===== src/rtl/ps2_pkg.sv =====
`default_nettype none
// ============================================================================
// Module      : ps2_pkg
// Description : Shared definitions for the PS/2 keyboard-side transmitter.
//               Holds the break prefix byte, the frame length, the transmitter
//               state encoding and the odd-parity helper.
// Ports       : none (package)
// Revision    : 1.0 - initial release
// ============================================================================
package ps2_pkg;

    localparam logic [7:0] PS2_BREAK      = 8'hF0;
    localparam int         PS2_FRAME_BITS = 11;

    typedef enum logic [1:0] {
        IDLE   = 2'd0,
        LOOKUP = 2'd1,
        SHIFT  = 2'd2,
        GAP    = 2'd3
    } ps2_state_t;

    // Odd parity: the parity bit makes the total count of ones in
    // data + parity odd.
    function automatic logic ps2_odd_parity(input logic [7:0] i_data);
        return ~^i_data;
    endfunction

endpackage
`default_nettype wire


===== src/rtl/ps2_ascii2scan.sv =====
`default_nettype none
// ============================================================================
// Module      : ps2_ascii2scan
// Description : Combinational ASCII to PS/2 Set-2 scancode table.
//               Covers a-z (A-Z folded onto the same codes), 0-9, space,
//               enter (0x0D) and backspace (0x08). Anything else misses.
// Ports       : i_ascii    - ASCII code to translate
//               o_hit      - 1 when the code has a scancode
//               o_scancode - Set-2 make code (0 on miss)
// Revision    : 1.0 - initial release
// ============================================================================
module ps2_ascii2scan (
    input  logic [7:0] i_ascii,
    output logic       o_hit,
    output logic [7:0] o_scancode
);

    logic [7:0] w_lc;

    // Upper-case letters share the lower-case key.
    assign w_lc = ((i_ascii >= 8'h41) && (i_ascii <= 8'h5A)) ? (i_ascii | 8'h20) : i_ascii;

    always_comb begin
        o_hit      = 1'b1;
        o_scancode = 8'h00;
        case (w_lc)
            8'h61: o_scancode = 8'h1C;  // a
            8'h62: o_scancode = 8'h32;  // b
            8'h63: o_scancode = 8'h21;  // c
            8'h64: o_scancode = 8'h23;  // d
            8'h65: o_scancode = 8'h24;  // e
            8'h66: o_scancode = 8'h2B;  // f
            8'h67: o_scancode = 8'h34;  // g
            8'h68: o_scancode = 8'h33;  // h
            8'h69: o_scancode = 8'h43;  // i
            8'h6A: o_scancode = 8'h3B;  // j
            8'h6B: o_scancode = 8'h42;  // k
            8'h6C: o_scancode = 8'h4B;  // l
            8'h6D: o_scancode = 8'h3A;  // m
            8'h6E: o_scancode = 8'h31;  // n
            8'h6F: o_scancode = 8'h44;  // o
            8'h70: o_scancode = 8'h4D;  // p
            8'h71: o_scancode = 8'h15;  // q
            8'h72: o_scancode = 8'h2D;  // r
            8'h73: o_scancode = 8'h1B;  // s
            8'h74: o_scancode = 8'h2C;  // t
            8'h75: o_scancode = 8'h3C;  // u
            8'h76: o_scancode = 8'h2A;  // v
            8'h77: o_scancode = 8'h1D;  // w
            8'h78: o_scancode = 8'h22;  // x
            8'h79: o_scancode = 8'h35;  // y
            8'h7A: o_scancode = 8'h1A;  // z
            8'h30: o_scancode = 8'h45;  // 0
            8'h31: o_scancode = 8'h16;  // 1
            8'h32: o_scancode = 8'h1E;  // 2
            8'h33: o_scancode = 8'h26;  // 3
            8'h34: o_scancode = 8'h25;  // 4
            8'h35: o_scancode = 8'h2E;  // 5
            8'h36: o_scancode = 8'h36;  // 6
            8'h37: o_scancode = 8'h3D;  // 7
            8'h38: o_scancode = 8'h3E;  // 8
            8'h39: o_scancode = 8'h46;  // 9
            8'h20: o_scancode = 8'h29;  // space
            8'h0D: o_scancode = 8'h5A;  // enter
            8'h08: o_scancode = 8'h66;  // backspace
            default: begin
                o_hit      = 1'b0;
                o_scancode = 8'h00;
            end
        endcase
    end

endmodule
`default_nettype wire


===== src/rtl/ps2_kbd_tx.sv =====
`default_nettype none
// ============================================================================
// Module      : ps2_kbd_tx
// Description : PS/2 keyboard-side transmitter. Takes ASCII key events,
//               maps them to Set-2 scancodes and sends make (and optionally
//               break) bytes as 11-bit device-to-host frames.
//               Build option PS2_KBD_TX_BREAK_EN: when defined, release events
//               send F0 followed by the code; when undefined, mapped release
//               events are accepted and dropped silently.
// Ports       : clk, rst             - system clock, sync active-high reset
//               in_valid/in_ready    - key event handshake
//               in_ascii, in_release - event payload (latched on accept)
//               ps2_clk, ps2_data    - PS/2 lines, idle high
//               busy                 - event in progress
//               err                  - one-cycle pulse on unmapped code
// Revision    : 1.0 - initial release
// ============================================================================
module ps2_kbd_tx
    import ps2_pkg::*;
#(
    parameter int CLK_DIV    = 4,
    parameter int GAP_CYCLES = 16
) (
    input  logic       clk,
    input  logic       rst,
    input  logic       in_valid,
    output logic       in_ready,
    input  logic [7:0] in_ascii,
    input  logic       in_release,
    output logic       ps2_clk,
    output logic       ps2_data,
    output logic       busy,
    output logic       err
);

`ifdef PS2_KBD_TX_BREAK_EN
    localparam logic c_BREAK_EN = 1'b1;
`else
    localparam logic c_BREAK_EN = 1'b0;
`endif

    localparam int                 c_DIV_W    = $clog2(2 * CLK_DIV);
    localparam int                 c_GAP_W    = (GAP_CYCLES > 1) ? $clog2(GAP_CYCLES) : 1;
    localparam logic [c_DIV_W-1:0] c_DIV_LAST = c_DIV_W'(2 * CLK_DIV - 1);
    localparam logic [c_DIV_W-1:0] c_DIV_HIGH = c_DIV_W'(CLK_DIV - 1);
    localparam logic [c_GAP_W-1:0] c_GAP_LAST = c_GAP_W'(GAP_CYCLES - 1);
    localparam logic [3:0]         c_BIT_LAST = 4'(PS2_FRAME_BITS - 1);

    ps2_state_t         r_state;
    logic [7:0]         r_ascii;
    logic               r_release;
    logic [c_DIV_W-1:0] r_div;
    logic [3:0]         r_bit;
    logic [c_GAP_W-1:0] r_gap;
    logic               r_byte_idx;
    logic               r_two_bytes;
    logic [7:0]         r_byte0;
    logic [7:0]         r_byte1;
    logic               r_ps2_clk;
    logic               r_ps2_data;

    logic               w_hit;
    logic [7:0]         w_scancode;
    logic               w_send;
    logic [7:0]         w_cur_byte;
    logic [10:0]        w_frame;
    logic [3:0]         w_next_bit;

    ps2_ascii2scan u_map (
        .i_ascii    (r_ascii),
        .o_hit      (w_hit),
        .o_scancode (w_scancode)
    );

    // A mapped release is only transmitted when break codes are enabled.
    assign w_send     = w_hit && (!r_release || c_BREAK_EN);
    assign w_cur_byte = r_byte_idx ? r_byte1 : r_byte0;
    assign w_frame    = {1'b1, ps2_odd_parity(w_cur_byte), w_cur_byte, 1'b0};
    assign w_next_bit = r_bit + 4'd1;

    assign in_ready = (r_state == IDLE);
    assign busy     = !in_ready;
    assign err      = (r_state == LOOKUP) && !w_hit;
    assign ps2_clk  = r_ps2_clk;
    assign ps2_data = r_ps2_data;

    // Line outputs are registered: each transition writes the value the
    // lines must carry in the first cycle of the next bit/state.
    always_ff @(posedge clk) begin
        if (rst) begin
            r_state     <= IDLE;
            r_ascii     <= 8'h00;
            r_release   <= 1'b0;
            r_div       <= '0;
            r_bit       <= 4'd0;
            r_gap       <= '0;
            r_byte_idx  <= 1'b0;
            r_two_bytes <= 1'b0;
            r_byte0     <= 8'h00;
            r_byte1     <= 8'h00;
            r_ps2_clk   <= 1'b1;
            r_ps2_data  <= 1'b1;
        end else begin
            case (r_state)
                IDLE: begin
                    if (in_valid) begin
                        r_ascii   <= in_ascii;
                        r_release <= in_release;
                        r_state   <= LOOKUP;
                    end
                end

                LOOKUP: begin
                    if (!w_send) begin
                        r_state <= IDLE;
                    end else begin
                        r_two_bytes <= r_release;
                        r_byte0     <= r_release ? PS2_BREAK : w_scancode;
                        r_byte1     <= w_scancode;
                        r_byte_idx  <= 1'b0;
                        r_div       <= '0;
                        r_bit       <= 4'd0;
                        r_ps2_clk   <= 1'b1;
                        r_ps2_data  <= 1'b0;  // start bit
                        r_state     <= SHIFT;
                    end
                end

                SHIFT: begin
                    if (r_div == c_DIV_LAST) begin
                        r_div <= '0;
                        if (r_bit == c_BIT_LAST) begin
                            r_bit      <= 4'd0;
                            r_ps2_clk  <= 1'b1;
                            r_ps2_data <= 1'b1;
                            r_state    <= GAP;
                        end else begin
                            r_bit      <= w_next_bit;
                            r_ps2_clk  <= 1'b1;
                            r_ps2_data <= w_frame[w_next_bit];
                        end
                    end else begin
                        r_div <= r_div + 1'b1;
                        // Falling edge after the high half; host samples here.
                        if (r_div == c_DIV_HIGH) begin
                            r_ps2_clk <= 1'b0;
                        end
                    end
                end

                GAP: begin
                    if (r_gap == c_GAP_LAST) begin
                        r_gap <= '0;
                        if (r_two_bytes && !r_byte_idx) begin
                            r_byte_idx <= 1'b1;
                            r_div      <= '0;
                            r_bit      <= 4'd0;
                            r_ps2_clk  <= 1'b1;
                            r_ps2_data <= 1'b0;  // start bit of second byte
                            r_state    <= SHIFT;
                        end else begin
                            r_byte_idx <= 1'b0;
                            r_state    <= IDLE;
                        end
                    end else begin
                        r_gap <= r_gap + 1'b1;
                    end
                end

                default: r_state <= IDLE;
            endcase
        end
    end

endmodule
`default_nettype wire

===== config.mk =====
export PLATFORM = sky130hd
export DESIGN_NAME = ps2_kbd_tx
export DESIGN_NICKNAME = d
export VERILOG_FILES = /design/src/rtl/ps2_pkg.sv /design/src/rtl/ps2_ascii2scan.sv /design/src/rtl/ps2_kbd_tx.sv
export SDC_FILE = /design/constraint.sdc
export NUM_CORES = 1
export LEC_CHECK = 0
export CORE_MARGIN = 2
export CORE_UTILIZATION = 60
export CTS_CLUSTER_DIAMETER = 40
export DETAILED_ROUTE_END_ITERATION = 8
export PLACE_DENSITY = 0.87
export SLEW_MARGIN = 20
export SYNTH_ARGS = -nofsm -noshare
export SYNTH_HDL_FRONTEND = slang
export SYNTH_HIERARCHICAL = 1
export SYNTH_SLANG_ARGS = --single-unit

===== constraint.sdc =====
create_clock -name clk -period 2.95 [get_ports clk]
set_input_delay 0.59 -clock clk [delete_from_list [all_inputs] [get_ports clk]]
set_output_delay 0.59 -clock clk [all_outputs]
set_load 0.02 [all_outputs]

### After elaboration in Yosys (flattened, before gate mapping)

Index checks and enable logic that the tools add are counted.

* bits in registers: 42
* input port bits: 12

* equality and inequality tests: 53
* magnitude comparators: 3
* muxes and demuxes: 41
* $add $sub $neg: 3
* reduce and logical (&&, ||, !) cells: 20

Operators by type and width (number)
* $pmux W7 S39: 1
* $eq A8 B7 Y1 const B: 26
* $eq A8 B6 Y1 const B: 11
* $reduce_or A39 Y1: 1
* $mux W4: 6
* $eq A8 B4 Y1 const B: 2
* $mux W8: 2
* $mux W1: 14
* $mux W2: 6
* $mux W3: 4
* $ne A2 B2 Y1 const B: 6
* $pmux W4 S3: 1
* $reduce_and A5 Y1: 2
* $pmux W3 S3: 1
* $add A4 B1 Y4 const B: 2
* $eq A4 B4 Y1 const B: 2
* $ge A8 B7 Y1 const B: 1
* $le A8 B7 Y1 const B: 1
* $pmux W2 S4: 1
* $reduce_and A4 Y1: 2
* $reduce_xnor A8 Y1: 1
* $mux W6: 1
* $pmux W1 S3: 2
* $lt A4 B5 Y1 const B: 1
* 15 further kinds: 23

### Logic depth before layout (Yosys ltp)

Gate-level depths: netlist (run 1).

* depth after elaboration: 9
* depth in mapped cells: 13
* depth with buffers taken out: 11

### Cells and area by module

Netlist (run 1), hierarchy kept.

Modules (own cells, without submodules)
* ps2_kbd_tx: cells each 234, area an instance 1963.1 um^2, instances 1, seq. area each 840.8 um^2
* ps2_ascii2scan: cells each 163, area an instance 949.7 um^2, instances 1, seq. area each 0.0 um^2

### Least setup slack after synthesis (run 1)

No wires, ideal clock.

* path type: flip-flop to flip-flop
* from: register r_ascii[0]
* to: register r_byte0[0]
* slack: 0.395 ns
* buffers on the path: 3
* cell stages (with the launch flop): 11
* data arrival time: 2.423 ns
* cell sequence: dfxtp_1 > buf_4 > or4_1 > o22ai_1 > nor4_1 > nand3_1 > or4b_2 > clkbuf_1 > clkbuf_1 > nand2_1 > a21oi_1

* word-level cells in the longest chain between the ends: 8
* elaborated cells between the ends (all ways): 49
* those cells by class: 2 x order compare; 39 x eq/ne; 4 x mux; 4 x reduce/logical

RTL lines
* from (decl): line ps2_kbd_tx.sv:50 `logic [7:0] r_ascii;`
* from (signal assigned): line ps2_kbd_tx.sv:107 `r_ascii <= in_ascii;`
* $ge A8 B7 Y1 or $le A8 B7 Y1 (tied branches): line ps2_ascii2scan.sv:21 `assign w_lc = ((i_ascii >= 8'h41) && (i_ascii <= 8'h5A)) ? (i_ascii | 8'h20) : i_ascii;`
* $logic_and A1 B1 Y1: line ps2_ascii2scan.sv:21
* $mux W6 *: line ps2_ascii2scan.sv:21
* $eq A8 B7 Y1, or another cell as far along: line ps2_ascii2scan.sv:26 `case (w_lc)`
* $reduce_or A39 Y1 (no line) *
* $mux W1 *: line ps2_ascii2scan.sv:26
* via w_hit: line ps2_kbd_tx.sv:62 `logic w_hit;`
* $logic_and A1 B1 Y1 *: line ps2_kbd_tx.sv:76 `assign w_send = w_hit && (!r_release || c_BREAK_EN);`
* $reduce_and A2 Y1 (no line) *
* to (signal assigned): line ps2_kbd_tx.sv:118 `r_byte0 <= r_release ? PS2_BREAK : w_scancode;`
* to (decl): line ps2_kbd_tx.sv:57 `logic [7:0] r_byte0;`

The timed path passes the listed nets; every way through them passes the cells marked *.
A chain may end at the register's enable or synchronous reset.

### Worst setup path after layout (run 1)

* from: register r_ascii[3]
* to: output err

* word-level cells in the longest chain between the ends: 8
* elaborated cells between the ends (all ways): 47
* those cells by class: 2 x order compare; 39 x eq/ne; 2 x mux; 4 x reduce/logical

RTL lines
* $ge A8 B7 Y1 or $le A8 B7 Y1 (tied branches): line ps2_ascii2scan.sv:21
* $logic_and A1 B1 Y1: line ps2_ascii2scan.sv:21
* $mux W6 *: line ps2_ascii2scan.sv:21
* $eq A8 B7 Y1, or another cell as far along: line ps2_ascii2scan.sv:26
* $reduce_or A39 Y1 (no line) *
* $mux W1 *: line ps2_ascii2scan.sv:26
* via w_hit: line ps2_kbd_tx.sv:62
* $logic_not A1 Y1 *: line ps2_kbd_tx.sv:83 `assign err = (r_state == LOOKUP) && !w_hit;`
* $logic_and A1 B1 Y1 *: line ps2_kbd_tx.sv:83
* to (decl): line ps2_kbd_tx.sv:33 `output logic err`

Marks and branches as above.

==> flow_summary.toml, run 1 <==
[setup_path]
worstSetupPathType = "flip-flop to output pin"
critPathBufInv = 2
critPathMaxFanout = 14
path_cells = "buf_4, and4b_1, a31oi_1, o22ai_1, nor4_2, nand3_1, nor3_1, clkbuf_2"
worstSetupEndpointType = "output pin"
critical-path-slowest-cell = "dfxtp_1"
cp.depth = 8
max_stage_delay_ps = 400
reg2reg_depth = 10
rrSetupSlack_ps = 280
reg2reg_from = "r_ascii[3]"
cp_top_family = "simple AND/OR/NAND/NOR gates"
critPathLaunchType = "flip-flop"
r2r_end = "r_byte_idx"
required_ps = 2360
arrival_ps = 2220

[sta]
rsz0062_at_grt = "false"
max_freq_ghz = 0.355
final_max_slew_viol_count = 0
fin_skew_ps = 10.6
worst_pin_slew_ps = 511
hold_viol = 0
slew_headroom_pct = 65.6
fin_crit_sh_pct = 95.4
fin_setup_tns_ps = 0
setup-violations-final = 0
period_needed_ps = 2810

[global_route]
grt_pass1_wl_mm = 11.9
gr-total-overflow = 0
grt_pass1_vias = 2614
grt_usage_pct = 27.6
grt_max_degree = 22
grt_antenna_before_repair = 0

[synth]
synth-seq-cells = 42
synth.distinct_cells = 62
yosysWarnings = 6
syn_inst = 397
synth_top_area_cell = "dfxtp_1"
synthSimpleGateAreaFrac_pct = 30.9
synth_top_area_share_pct = 28.9
synth-compound-area-share_pct = 21.1
synth_area_sq_um = 2910
synthTopCellsByArea = "dfxtp_1 29%, nand2_1 10%, a21oi_1 7.7%"
synthFlopType = "dfxtp_1"
muxShareOfSynthArea_pct = 5.37
synthTopCellsByCount = "78 x nand2_1, 45 x a21oi_1, 42 x dfxtp_1, 25 x nor2_1"
synthXorXnorAreaFrac_pct = 4.51
synth_async_sr_flop_share_pct = 0
synth_adder_area_share_pct = 2.58
synth_nets = 415
synth_top_family_by_area = "simple AND/OR/NAND/NOR gates"
syn_area_per_cell_sq_um = 7.34
synth_most_common_cell = "nand2_1"
ys_seq_area_share_pct = 28.9
synth_enable_flop_cells = 0

[worst_hold_path]
min-delay-start = "ps2_clk"
hold_path_end = "ps2_clk"
min_path_type = "flip-flop to flip-flop"
min_path_cells = 2

[finish]
antennaDiodeCount = 0
seqCellArea_sq_um = 842
layout.nets = 438
multi_input_comb_area_sq_um = 1910
fillers = 355
final_core_util_pct = 70.7
drive_gt1_share_pct = 12.4
syn2layout_area_growth_pct = 13.8

[die]
die_height_um = 73.7
die_area_sq_um = 5430
start_util_pct = 62.1
io_pins = 17
fp.dieW_um = 73.7
coreArea_sq_um = 4690
fp-row-count = 25

[detailed_routing]
wire_per_inst_um = 15.2
first_pass_iters = 6
dr_total_vias = 2997
drc = 0
via_per_inst = 6.31
antenna_left = 0
drt-initial-drc-count = 260
met1_length_mm = 3.06
maxUsedRoutingLayer = "met4"
wl_met2_mm = 3.44
drt-total-wl_mm = 7.22
wl_met3_um = 518

[power_and_ir_drop]
power_density_nw_per_um2 = 367
leakage_uw = 0.00128
total_power_uw = 1220
ir_worst_vdd_mv = 0.286

[clocking]
insertion_delay_ps = 300
cts_buffers = 5
h-tree-depth = 2
path_clk_slew_ps = 90
cts_setup_buffers = 0
cts_hold_buf = 0
cts_tree = "done"
cts_sinks = 42
root_buffer = "clkbuf_8"
cts_buffer_depth = 2

[placement]
dp_hpwl_mm = 5.36
portBuffers = 16
gp_congestion = 0.962

[job]
drv_cap = 0

[run_status]
status = "complete, no violations"
[worst reg2reg max path, cell delays in order (launching register included)]
cell and delay [ps]:
dfxtp_1 400, buf_4 220, nor4b_2 220, nand2_1 130, nor3_1 170, nor3_1 80
buf_4 160, nand3_1 130, or4b_2 820, o211ai_1 160, a21oi_1 80
[power breakdown]
| group | internal [uW] | leakage (uW) | total, uW | switching [uW] |
|---|---|---|---|---|
| sequential | 581 | 0.000341 | 596 | 15.4 |
| combinational | 108 | 0.000890 | 248 | 141 |
| clock | 167 | 0.0000452 | 372 | 205 |
| total | 856 | 0.00128 | 1220 | 361 |
[logic make-up after synthesis]
| group | Yosys count |
|---|---|
| xor+xnor | 15 |
| fa+ha+maj | 6 |
| other cells | 1 |
| flops | 42 |
| compound gates | 100 |
| simple gates | 183 |
| buf+inv | 39 |
| mux | 11 |
[layer usage]
layer | track usage (%) | vias up
met3 | 4.25 | 25
li1 | - | 1460
met4 | 10.7 | 0
met5 | 0 | -
met1 | 36.2 | 1355
met2 | 45.5 | 157
[state kept, by name, summed over array words and instances (netlist names), 2 cells and up]
register and count:
r_ascii 8, r_bit 4, r_state 2, r_div 3, r_byte0 8, r_byte1 8, r_gap 4
[per-stage QoR]
| step | std cells | area (sq um) | hold WS (ps) | worst slack (ps) |
|---|---|---|---|---|
| final | 475 | 3320 | 476 | 137 |
| after detailed placement | 467 | 3210 | 466 | 94.3 |
| after CTS | 475 | 3290 | 482 | 6.55 |
| after global routing | 475 | 3320 | 505 | 28.2 |
| after floorplan | 397 | 2910 | 455 | 395 |
| after global placement | 467 | 3210 | 452 | 153 |
[worst max path at each step]
stage / end / from
6_report: err / r_ascii[3]
5_1_grt: err / r_ascii[3]
4_1_cts: err / r_ascii[3]
3_5_place_dp: err / r_ascii[3]
3_3_place_gp: err / r_ascii[2]
2_1_floorplan: r_byte0[0] / r_ascii[0]
[timing repair]
action | 4_1_cts | 5_1_grt
endpoints found under the setup margin | 1 | 6
hold endpoints to repair | 0 | 0
resized for setup | 1 | 8
[area by class of cell]
cell class	instances	area share (%)
multi-input cells	316	57.5
flip-flops and latches	42	25.4
repair buffers	46	11.5
clock buffers	6	2.19
well taps	54	2.04
inverters	9	1.02
clock inverters	2	0.415
[cell usage in the layout, fill, tap and decap left out, drive strengths merged, types with 4 or more instances in the layout]
master	count
clkbuf	7
nand2b	7
nor2	25
nor2b	11
nor3	12
a21oi	45
xor2	10
or3	4
nand4	5
buf	30
clkdlybuf4s50	15
o22ai	5
a31oi	5
nand2	78
mux2i	7
xnor2	5
inv	8
o21ai	19
ha	6
nand3	19
dfxtp	42
(Power assumes the default switching activity.)
==> run 2, diff against run 1 <==
Settings changed: SYNTH_HIERARCHICAL 1 to unset.
==> run 2 against run 1 <==
Combinational power up 34%. Synthesized cell count down 2.0%. Via count up 5.4%. Non-clock buffer count up 3. Core utilization up 2.0 points. Routed wire length up 12%. Design area up 5.6%.
==> flow_summary.toml, run 2 <==
[synth]
syn_area_per_cell_sq_um = 7.86
synth_nets = 406
ys_seq_area_share_pct = 26.2
synth_top_area_cell = "dfxtp_1"
synth_async_sr_flop_share_pct = 0
synth_area_sq_um = 3060
yosysWarnings = 0
synth_most_common_cell = "dfxtp_1"
synthTopCellsByArea = "dfxtp_1 26%, a21oi_1 5.7%, nand2_1 4.8%"
synth-seq-cells = 40
synth_top_area_share_pct = 26.2
syn_inst = 389
synthTopCellsByCount = "40 x dfxtp_1, 39 x nand2_1, 35 x a21oi_1, 27 x nor2_1, 18 x clkbuf_1"
synth.distinct_cells = 70
synth_enable_flop_cells = 0
synthFlopType = "dfxtp_1"

[power_and_ir_drop]
leakage_uw = 0.00128
power_density_nw_per_um2 = 397
ir_worst_vdd_mv = 0.419
total_power_uw = 1390

[setup_path]
required_ps = 2360
critPathBufInv = 3
crit_top_cell = "buf_4"
cp_top_family = "compound AO/OA/AOI/OAI gates"
path_cells = "buf_4, buf_4, nor2b_1, a22oi_1, nor3b_2, a221o_1, nor3_2, clkbuf_2"
arrival_ps = 2270
worstSetupPathType = "flip-flop to output pin"
worstSetupEndpointType = "output pin"
max_stage_delay_ps = 390
critPathLaunchType = "flip-flop"
critPathMaxFanout = 15
critical-path-slowest-cell = "dfxtp_2"

[sta]
slew_headroom_pct = 57.3
max_freq_ghz = 0.350
worst_pin_slew_ps = 635
period_needed_ps = 2860
hold_viol = 0
final_max_slew_viol_count = 0
fin_crit_sh_pct = 97.0
fin_skew_ps = 11.4
fin_setup_tns_ps = 0
setup-violations-final = 0

[die]
die_height_um = 75.4
fp-row-count = 25
io_pins = 17
fp.dieW_um = 75.4
coreArea_sq_um = 4820
die_area_sq_um = 5690
start_util_pct = 63.5

[global_route]
gr-total-overflow = 0
grt_pass1_vias = 2734
met3_usage_pct = 4.76
grt_usage_pct = 29.4
grt_pass1_wl_mm = 13.0
top_usage_layer = "met2"
met1_usage_pct = 40.5
met2_usage_pct = 47.5
grt_antenna_before_repair = 0
grt_max_degree = 31

[clocking]
path_clk_slew_ps = 90
h-tree-depth = 2
cts_tree = "done"
cts_buffers = 5
root_buffer = "clkbuf_8"
cts_buffer_depth = 2
insertion_delay_ps = 300
cts_sinks = 40

[finish]
largest_register_ffs = 8
drive_gt1_share_pct = 16.1
final_cell_mix = "39 x nand2_1, 36 x dfxtp_1, 35 x a21oi_1"
syn2layout_area_growth_pct = 14.4
antennaDiodeCount = 0
layout.nets = 426
top_register = "r_ascii"
final_common_cell = "nand2_1"
largest_registers = "r_ascii x8, r_byte0 x7, r_byte1 x7"

[detailed_routing]
first_pass_iters = 7
via_per_inst = 6.62
drt-total-wl_mm = 8.09
dr_total_vias = 3159
wire_per_inst_um = 17.0
drt-initial-drc-count = 354
antenna_left = 0
drc = 0

[run_status]
status = "complete, no violations"

[job]
drv_cap = 0

[placement]
dp_hpwl_mm = 5.68
portBuffers = 16
gp_congestion = 0.920

[worst_hold_path]
min_path_type = "flip-flop to flip-flop"
==> run 2: stage by stage <==
step,setup WS [ps],instance area (sq um),cells,hold slack [ps],util (%)
6_report,89.6,3500,477,466,72.7
3_5_place_dp,-15.7,3360,468,447,69.8
4_1_cts,5.64,3500,477,468,72.6
5_1_grt,-13.2,3500,477,494,72.7
2_1_floorplan,278,3060,389,437,-
3_3_place_gp,30.2,3360,468,439,69.8
==> run 2: final cells by class <==
type,count,area [sq um]
clock buffer,5,68.8
clock inverter,3,46.3
fill,377,1320
inverter,5,18.8
multi-input combinational,308,2060
sequential,40,806
tap,67,83.8
timing repair buffer,49,415
==> run 2: logic make-up (layout without fill, tap and decap cells) <==
logic type	after synthesis	count (layout)	share of synthesized area, %
AOI/OAI and AO/OA	128	128	28.9
xor gates and xnor gates	14	14	4.01
adders and majority gates	5	5	2.04
buffers and inverters	41	62	6.99
DFF	40	40	26.2
muxes	11	11	4.46
and+or+nand+nor	150	150	27.4
==> run 2: report_power, final <==
group          internal, uW  total, uW  leakage (uW)  switching [uW]
logic                   154        332      0.000895             177
clock network           255        461     0.0000548             206
registers               560        597      0.000326            36.4
total                   969       1390       0.00128             420
==> run 2: timing repair <==
action,CTS,global route
resized for setup,9,4
hold buffers,0,0
pin swaps,1,0
setup buffers,1,0
endpoints found under the setup margin,1,1
==> run 2: worst register-to-register path: stages, from the launching register on <==
cell	delay (ps)
dfxtp_2	370
buf_4	190
nand2b_1	200
a2111oi_1	430
a31oi_1	120
a31oi_1	310
buf_4	170
o21a_1	290
buf_12	200
a31oi_1	140
o21a_1	130
==> run 2: layer usage <==
metal,vias up,wire length [um]
li1,1479,-
met1,1483,3490
met3,23,634
met5,-,0
met2,174,3810
met4,0,154
==> run 2: worst paths after layout <==
path / slack, ps / cells past startpoint / to / from
max: 90 / 8 / err / r_ascii[0]
min: 470 / 1 / ps2_data / ps2_data
max reg2reg: 300 / 10 / r_byte0[5] / r_ascii[1]
min reg2reg: 470 / 1 / ps2_data / ps2_data
